## config.mk

```make
export PLATFORM = sky130hd
export DESIGN_NAME = reg_dump_unit
export DESIGN_NICKNAME = d
export VERILOG_FILES = /design/src/rtl/reg_dump_unit.sv
export SDC_FILE = /design/constraint.sdc
export NUM_CORES = 1
export LEC_CHECK = 0
export CAP_MARGIN = 15
export CORE_ASPECT_RATIO = 0.9
export CORE_MARGIN = 2
export CORE_UTILIZATION = 25
export CTS_CLUSTER_DIAMETER = 60
export DETAILED_ROUTE_END_ITERATION = 7
export MAX_ROUTING_LAYER = met4
export REMOVE_ABC_BUFFERS = 1
export SYNTH_ARGS = -nofsm -noshare
export SYNTH_HDL_FRONTEND = slang
export SYNTH_SLANG_ARGS = --single-unit
export TNS_END_PERCENT = 30
```

## constraint.sdc

```tcl
create_clock -name clk -period 3.05 [get_ports clk]
set_clock_uncertainty 0.05 [all_clocks]
set_input_delay 0.61 -clock clk [delete_from_list [all_inputs] [get_ports clk]]
set_output_delay 0.61 -clock clk [all_outputs]
set_load 0.02 [all_outputs]
```

## src/rtl/reg_dump_unit.sv

```systemverilog
// Debug read-out engine: sweeps register-file port 1 addresses 0..NREG-1 and
// streams each captured word over valid/ready, holding the core halted throughout.
module reg_dump_unit #(
  parameter int W    = 32,
  parameter int NREG = 16
) (
  input  logic         clk,
  input  logic         reset,
  input  logic         start,
  input  logic [W-1:0] RD1,
  output logic [3:0]   rd_addr,
  output logic         dbg_sel,
  output logic         halt_req,
  output logic         out_valid,
  input  logic         out_ready,
  output logic [W-1:0] out_data,
  output logic [3:0]   out_index,
  output logic         out_last,
  output logic         done
);

  typedef enum logic [1:0] {IDLE, READ, SEND, DONE} state_t;

  localparam logic [3:0] LAST_IDX = 4'(NREG - 1);

  state_t         state_q, state_d;
  logic [3:0]     idx_q, idx_d;
  logic [W-1:0]   data_q, data_d;
  logic [3:0]     index_q, index_d;
  logic           valid_q, valid_d;
  logic           last_q, last_d;

  always_ff @(posedge clk) begin
    if (!reset) begin
      state_q <= IDLE;
      idx_q   <= 4'd0;
      data_q  <= '0;
      index_q <= 4'd0;
      valid_q <= 1'b0;
      last_q  <= 1'b0;
    end else begin
      state_q <= state_d;
      idx_q   <= idx_d;
      data_q  <= data_d;
      index_q <= index_d;
      valid_q <= valid_d;
      last_q  <= last_d;
    end
  end

  always_comb begin
    state_d = state_q;
    idx_d   = idx_q;
    data_d  = data_q;
    index_d = index_q;
    valid_d = valid_q;
    last_d  = last_q;
    case (state_q)
      IDLE: begin
        if (start) begin
          state_d = READ;
          idx_d   = 4'd0;
        end
      end
      READ: begin
        data_d  = RD1;
        index_d = idx_q;
        valid_d = 1'b1;
        last_d  = (idx_q == LAST_IDX);
        state_d = SEND;
      end
      SEND: begin
        // Terminal check precedes increment so idx never wraps.
        if (out_ready) begin
          valid_d = 1'b0;
          if (idx_q == LAST_IDX) begin
            state_d = DONE;
          end else begin
            idx_d   = idx_q + 4'd1;
            state_d = READ;
          end
        end
      end
      DONE: begin
        state_d = IDLE;
      end
      default: begin
        state_d = IDLE;
      end
    endcase
  end

  assign rd_addr   = idx_q;
  assign dbg_sel   = (state_q != IDLE);
  assign halt_req  = (state_q != IDLE);
  assign done      = (state_q == DONE);
  assign out_valid = valid_q;
  assign out_data  = data_q;
  assign out_index = index_q;
  assign out_last  = last_q;

endmodule

```

Yosys cells after proc, flatten, opt, wreduce, memory -nomap -nowiden
Cells that the tools add are included.
W data, S select, Z words.
{"block": "op_classes", "muxes": 10, "eq_ne": 7, "reduce_logical": 7, "n_addsub": 1}
{"operator": "$mux W4", "count": 3}
{"operator": "$pmux W2 S4", "count": 1}
{"operator": "$pmux W4 S2", "count": 1}
{"operator": "$mux W2", "count": 3}
{"operator": "$ne A2 B2 Y1 const B", "count": 3}
{"operator": "$reduce_bool A2 Y1", "count": 3}
{"operator": "$add A4 B1 Y4 const B", "count": 1}
{"operator": "$eq A2 B2 Y1 const B", "count": 2}
{"operator": "$eq A4 B4 Y1 const B", "count": 1}
{"operator": "$reduce_and A2 Y1", "count": 2}
{"operator": "$reduce_and A4 Y1", "count": 1}
{"operator": "$eq A2 B1 Y1 const B", "count": 1}
{"operator": "$logic_not A2 Y1", "count": 1}
{"operator": "$pmux W1 S2", "count": 1}
{"operator": "$mux W1", "count": 1}
{"block": "totals", "out_inout_bits": 45, "reg_bits": 44, "elab_cells": 31, "in_bits": 36}

Longest topological paths before layout
Gate-level depths: netlist of run 1.
{"block": "depth", "depth_word": 4, "ltp_mapped": 6}

Worst setup path before layout of run 1
OpenSTA, ideal clock, no wires.
{"block": "synth_timing", "path_type": "reg2out", "startpoint": "register state_q[0]", "endpoint": "output halt_req", "required_ps": 2390, "path_stages_with_launch": 4, "n_path_buf": 2, "arrival_ps": 958, "slack_ps": 1432, "cell_sequence": "dfxtp_1 > buf_6 > or2_2 > buf_4"}
{"block": "synth_between", "elab_chain_len": 1}
{"item": "from (decl)", "line": "26", "source": "state_t state_q, state_d;"}
{"item": "from (signal assigned)", "line": "42", "source": "state_q <= state_d;"}
{"item": "$reduce_bool A2 Y1"}
{"item": "to (decl)", "line": "13", "source": "output logic halt_req,"}
Every way passes these cells.

Worst setup path in the final report of run 1
{"block": "layout_timing", "startpoint": "register state_q[0]", "endpoint": "output dbg_sel"}
{"block": "layout_between", "elab_chain_len": 1}
{"item": "$reduce_bool A2 Y1", "line": "94", "source": "assign dbg_sel = (state_q != IDLE);"}
{"item": "to (decl)", "line": "12", "source": "output logic dbg_sel,"}
Every way passes these cells.

==> flow_summary.ini, run 1 <==
[status]
status = finished, final reports clean

[route]
dr.pass1.iters = 4
drc = 0
drt-initial-drc-count = 63
avgViaCountPerCell = 4.305
wl_um = 4259
vias = 1593
postRouteAntennaNets = 0
wl_per_cell_um = 11.51

[cts]
cts_buffers = 5
cts_tree = yes
path_clk_slew_ns = 0.08
clockBufferDepth = 2
worstSkewPairLatency_ns = 0.28
htreeDepth = 2
cts.sinks = 44
cts.repair.resized = 0
postCtsSetupBuffers = 0
clockRootBuffer = clkbuf_8
hold_buffers = 0

[logic_synthesis]
yosys_warnings = 0
synthMuxAreaShare = 0.006033
synth_cells = 205
synth_ff_type = dfxtp_1
synth_xor_area_frac = 0
syn_area_per_cell_um2 = 8.093
synth-seq-cells = 44
synth_compound_gate_area_share = 0.1757
synth_adder_area_share = 0.007541
synth_enable_flop_cells = 0
synthSimpleGateAreaFrac = 0.2134
syn-cell-area_um2 = 1659
synthDistinctLibCells = 29
synth_seq_area_share = 0.5309
synth_top_family_by_area = simple AND/OR/NAND/NOR gates
async_reset_ff_frac = 0

[global_route]
first_global_vias = 1494
grt_overflow = 0
antenna_found_initial = 0
grt_pass1_wl_um = 7038
grt_max_degree = 42
grt_util_all_layers = 0.1206

[timing]
holdWs_ns = 0.4051
max_freq_ghz = 0.4390
worst_slew_pin_slew_ns = 0.7515
slew_headroom = 0.4967
finalSetupTns_ns = 0
hold_viol = 0
rsz0062_at_grt = no
setup_viol = 0
period_minus_slack_ns = 2.278
postLayoutSetupSlackWorst_ns = 0.7721
slew_violations = 0
fin_crit_sh = 0.7468

[placed_design]
dp_hpwl_um = 2915
io_buffers = 80
pre_cts_ws_ns = 1.058
placed_area_um2 = 2499
place_inst = 362
place_congestion = 0.7436

[power_and_ir_drop]
irDropWorstVdd_mv = 0.1525
power_leakage_nw = 0.9032
pwr_density_cell_nw_per_um2 = 461.0

[setup_path]
cp.required_ns = 2.39
crit_fanout = 14
cp-start-kind = flop
critical_path_class = flop to primary output
arrival_ns = 1.62
critPathCaptureType = primary output

[final_layout]
fin_cells = 370
seq_area_um2 = 880.8
multi_input_area_um2 = 670.6
final_cell_area_um2 = 2591
n_antenna_cell = 0
layout-drive-gt1-share = 0.05000
fillers = 698
layout.nets = 316
area_growth_pct = 56.18

[floorplanning]
die_w_um = 89.87
start_util = 0.2546
num_io_pins = 81
rows = 28
dieArea_um2 = 7305
core-area_um2 = 6516
fp.dieH_um = 81.29

[worst_hold_path]
hold_class = flop to flop

[run]
drv_cap = 0
worst paths after layout:
path	startpoint	end	slack, ns	cells past startpoint
max reg2reg	state_q[0]$_SDFFE_PN0P_	out_data[4]$_SDFFE_PN0P_	1.09	4
min	out_data[24]$_SDFFE_PN0P_	out_data[24]$_SDFFE_PN0P_	0.41	2
max	state_q[0]$_SDFFE_PN0P_	dbg_sel	0.77	2
min reg2reg	out_data[24]$_SDFFE_PN0P_	out_data[24]$_SDFFE_PN0P_	0.41	2
routing by layer:
metal | global-route usage | wire (µm) | vias to the layer above
met5 | - | 0 | -
met4 | 0.02308 | 13 | 0
met3 | 0.04082 | 306 | 2
met2 | 0.1886 | 1930 | 54
met1 | 0.1544 | 2008 | 718
li1 | - | - | 819
cells in the final DEF (no fill, tap or decap), types with 2 or more instances in the layout:
master | netlist | layout
a21oi_1 | 41 | 41
buf_4 | 1 | 3
clkbuf_8 | 1 | 6
clkdlybuf4s50_1 | 0 | 80
clkinv_2 | 0 | 2
dfxtp_1 | 44 | 44
inv_1 | 3 | 3
nand2_1 | 75 | 75
nand2b_1 | 2 | 2
nand3_1 | 2 | 2
o21ai_0 | 5 | 5
cells in the mapped netlist, types with 2 or more instances:
master	instances	area [µm²]
nand2b_1	2	12.51
nand3_1	2	10.01
dfxtp_1	44	880.8
a21oi_1	41	205.2
o21ai_0	5	25.02
buf_6	2	22.52
inv_1	3	11.26
nand2_1	75	281.5
buf_2	7	35.03
nor2b_1	2	12.51
clkbuf_1	4	15.01
power by group:
| group | switching [W] | internal (W) |
|---|---|---|
| Combinational | 0.000102 | 0.000107 |
| Clock | 0.000188 | 0.000181 |
| Sequential | 0.0000168 | 0.000600 |
cell type report:
type / count / area share
clock buffer: 6 / 0.03187
tap: 90 / 0.04346
clock inverter: 2 / 0.003863
multi-input combinational: 142 / 0.2588
inverter: 3 / 0.004346
timing repair buffer: 83 / 0.3177
sequential: 44 / 0.3399
sequential cells by signal, summed over array words and instances (netlist names):
register   flops
out_index      4
state_q        2
out_last       1
out_valid      1
out_data      32
rd_addr        4
critical path, cell delays in order (launching register included):
cell and delay [ns]:
dfxtp_1 0.55, or2_2 0.19, clkdlybuf4s50_1 0.59
logic make-up (layout without fill, tap and decap cells):
| logic type | Yosys count | count (layout) |
|---|---|---|
| compound gates | 53 | 53 |
| mux | 1 | 1 |
| flops | 44 | 44 |
| buf+inv | 19 | 94 |
| simple gates | 87 | 87 |
| fa+ha+maj | 1 | 1 |
metrics by stage:
stage	total power [W]	util
after floorplan	0.0007183	-
final	0.001195	0.3977
after detailed placement	0.0008423	0.3834
after global routing	0.001257	0.3977
after CTS	0.001218	0.3977
after global placement	0.0008415	0.3834
No activity file was read; power rests on OpenSTA's default activity.
==> run 2: changes to the inputs <==
==> constraint.sdc (replaced) <==
create_clock -name clk -period 1.87 [get_ports clk]
set_clock_uncertainty 0.05 [all_clocks]
set_input_delay 0.374 -clock clk [delete_from_list [all_inputs] [get_ports clk]]
set_output_delay 0.374 -clock clk [all_outputs]
set_load 0.02 [all_outputs]
==> run 2 against run 1 <==
Effect of this change:
- first-iteration DRC count decreased by 24%
- routed wire length increased by 1.5%
- register-to-register slack got worse by 0.81 ns
- hold slack got worse by 0.0020 ns
- non-clock buffer count increased by 5
- count of clock-buffer cells in the layout unchanged
- final cell count increased by 1.1%
- critical path depth decreased by 1
- final area increased by 0.87%
- critical path type unchanged
- largest power group unchanged
==> flow_summary.ini, run 2 (same netlist as run 1, synthesis figures left out) <==
[status]
status = finished, final reports clean

[cts]
postCtsSetupBuffers = 0
hold_buffers = 0
cts.repair.resized = 2
clockRootBuffer = clkbuf_8
clockBufferDepth = 2
cts_tree = yes
cts_buffers = 5
worstSkewPairLatency_ns = 0.28
cts.sinks = 44
htreeDepth = 2
path_clk_slew_ns = 0.08

[setup_path]
cpPeakStageDelay_ns = 0.65
cp.required_ns = 1.45
cp_num_buf_inv = 1
critPathCaptureType = primary output
cp_slowest_cell = clkdlybuf4s50_1
cp-start-kind = flop
reg2reg_depth = 4
cp.depth = 1
critical_path_class = flop to primary output
cp_cell_sequence = clkdlybuf4s50_1
crit_fanout = 7
arrival_ns = 1.35
crit_family = buffers and inverters

[placed_design]
dp_hpwl_um = 3054
pre_cts_ws_ns = 0.1195
place_congestion = 0.8536
io_buffers = 80

[final_layout]
layout_commonest_cell = clkdlybuf4s50_1
mostFrequentLayoutCells = clkdlybuf4s50_1 (77), nand2_1 (75), dfxtp_1 (44)
layout.nets = 321
area_growth_pct = 57.54
n_antenna_cell = 0
largest_reg_flops = 32
layout-drive-gt1-share = 0.05986

[timing]
setup_viol = 0
slew_headroom = 0.6747
worst_slew_pin_slew_ns = 0.4744
rsz0062_at_grt = no
fin_crit_sh = 0.9512
slew_violations = 0
postLayoutSetupSlackWorst_ns = 0.09128
finalSetupTns_ns = 0
hold_viol = 0
max_freq_ghz = 0.5622
period_minus_slack_ns = 1.779

[floorplanning]
rows = 28
die_w_um = 89.87
dieArea_um2 = 7305
core-area_um2 = 6516
start_util = 0.2546
fp.dieH_um = 81.29
num_io_pins = 81

[power_and_ir_drop]
pwr_density_cell_nw_per_um2 = 727.8
irDropWorstVdd_mv = 0.2564
power_leakage_nw = 0.9421
finalPower_w = 0.001902

[global_route]
first_global_vias = 1525
grt_pass1_wl_um = 6982
grt_util_all_layers = 0.1217
antenna_found_initial = 0
grt_overflow = 0
grt_max_degree = 22

[run]
drv_cap = 0

[worst_hold_path]
hold_depth = 2
hold_class = flop to flop

[route]
vias = 1619
drt-initial-drc-count = 48
avgViaCountPerCell = 4.329
postRouteAntennaNets = 0
wl_um = 4322
wl_per_cell_um = 11.56
dr.pass1.iters = 4
drc = 0
run 2: final cells by class:
type	instances	area (µm²)
inverters	3	11.26
multi-input cells	142	670.6
repair buffers	88	860.8
flip-flops and latches	44	880.8
fillers	707	3902
clock inverters	1	5.005
clock buffers	6	72.57
well taps	90	112.6
run 2: per-stage QoR:
step	hold WS, ns	area, µm²	instances	utilization
after global routing	0.4195	2614	374	0.4011
after floorplan	0.4501	1560	189	-
after detailed placement	0.3967	2536	367	0.3892
after global placement	0.3912	2536	367	0.3892
after CTS	0.4078	2611	374	0.4007
final	0.4032	2614	374	0.4011
run 2: path summary, 6_finish.rpt:
kind	startpoint	to	slack (ns)
setup / recovery	rd_addr[2]$_SDFFE_PN0P_	rd_addr[2]	0.09
hold / removal	out_data[6]$_SDFFE_PN0P_	out_data[6]$_SDFFE_PN0P_	0.40
setup reg to reg	rd_addr[0]$_SDFFE_PN0P_	rd_addr[0]$_SDFFE_PN0P_	0.28
hold reg to reg	out_data[6]$_SDFFE_PN0P_	out_data[6]$_SDFFE_PN0P_	0.40
run 2: per-layer routing:
metal / GRT usage / share of wire
met1: 0.1430 / 0.46
met2: 0.1992 / 0.46
met3: 0.03896 / 0.072
met4: 0.04308 / 0.0079
met5: - / 0
run 2: power by group:
| part | internal (W) | total (W) | switching [W] |
|---|---|---|---|
| Combinational | 0.000180 | 0.000355 | 0.000176 |
| Sequential | 0.000978 | 0.000999 | 0.0000208 |
| Clock | 0.000254 | 0.000548 | 0.000294 |
run 2: tightest hold or removal path, cell delays in order (launching register included):
cell and delay (ns):
dfxtp_1 0.31, nand2_1 0.05, a21oi_1 0.05
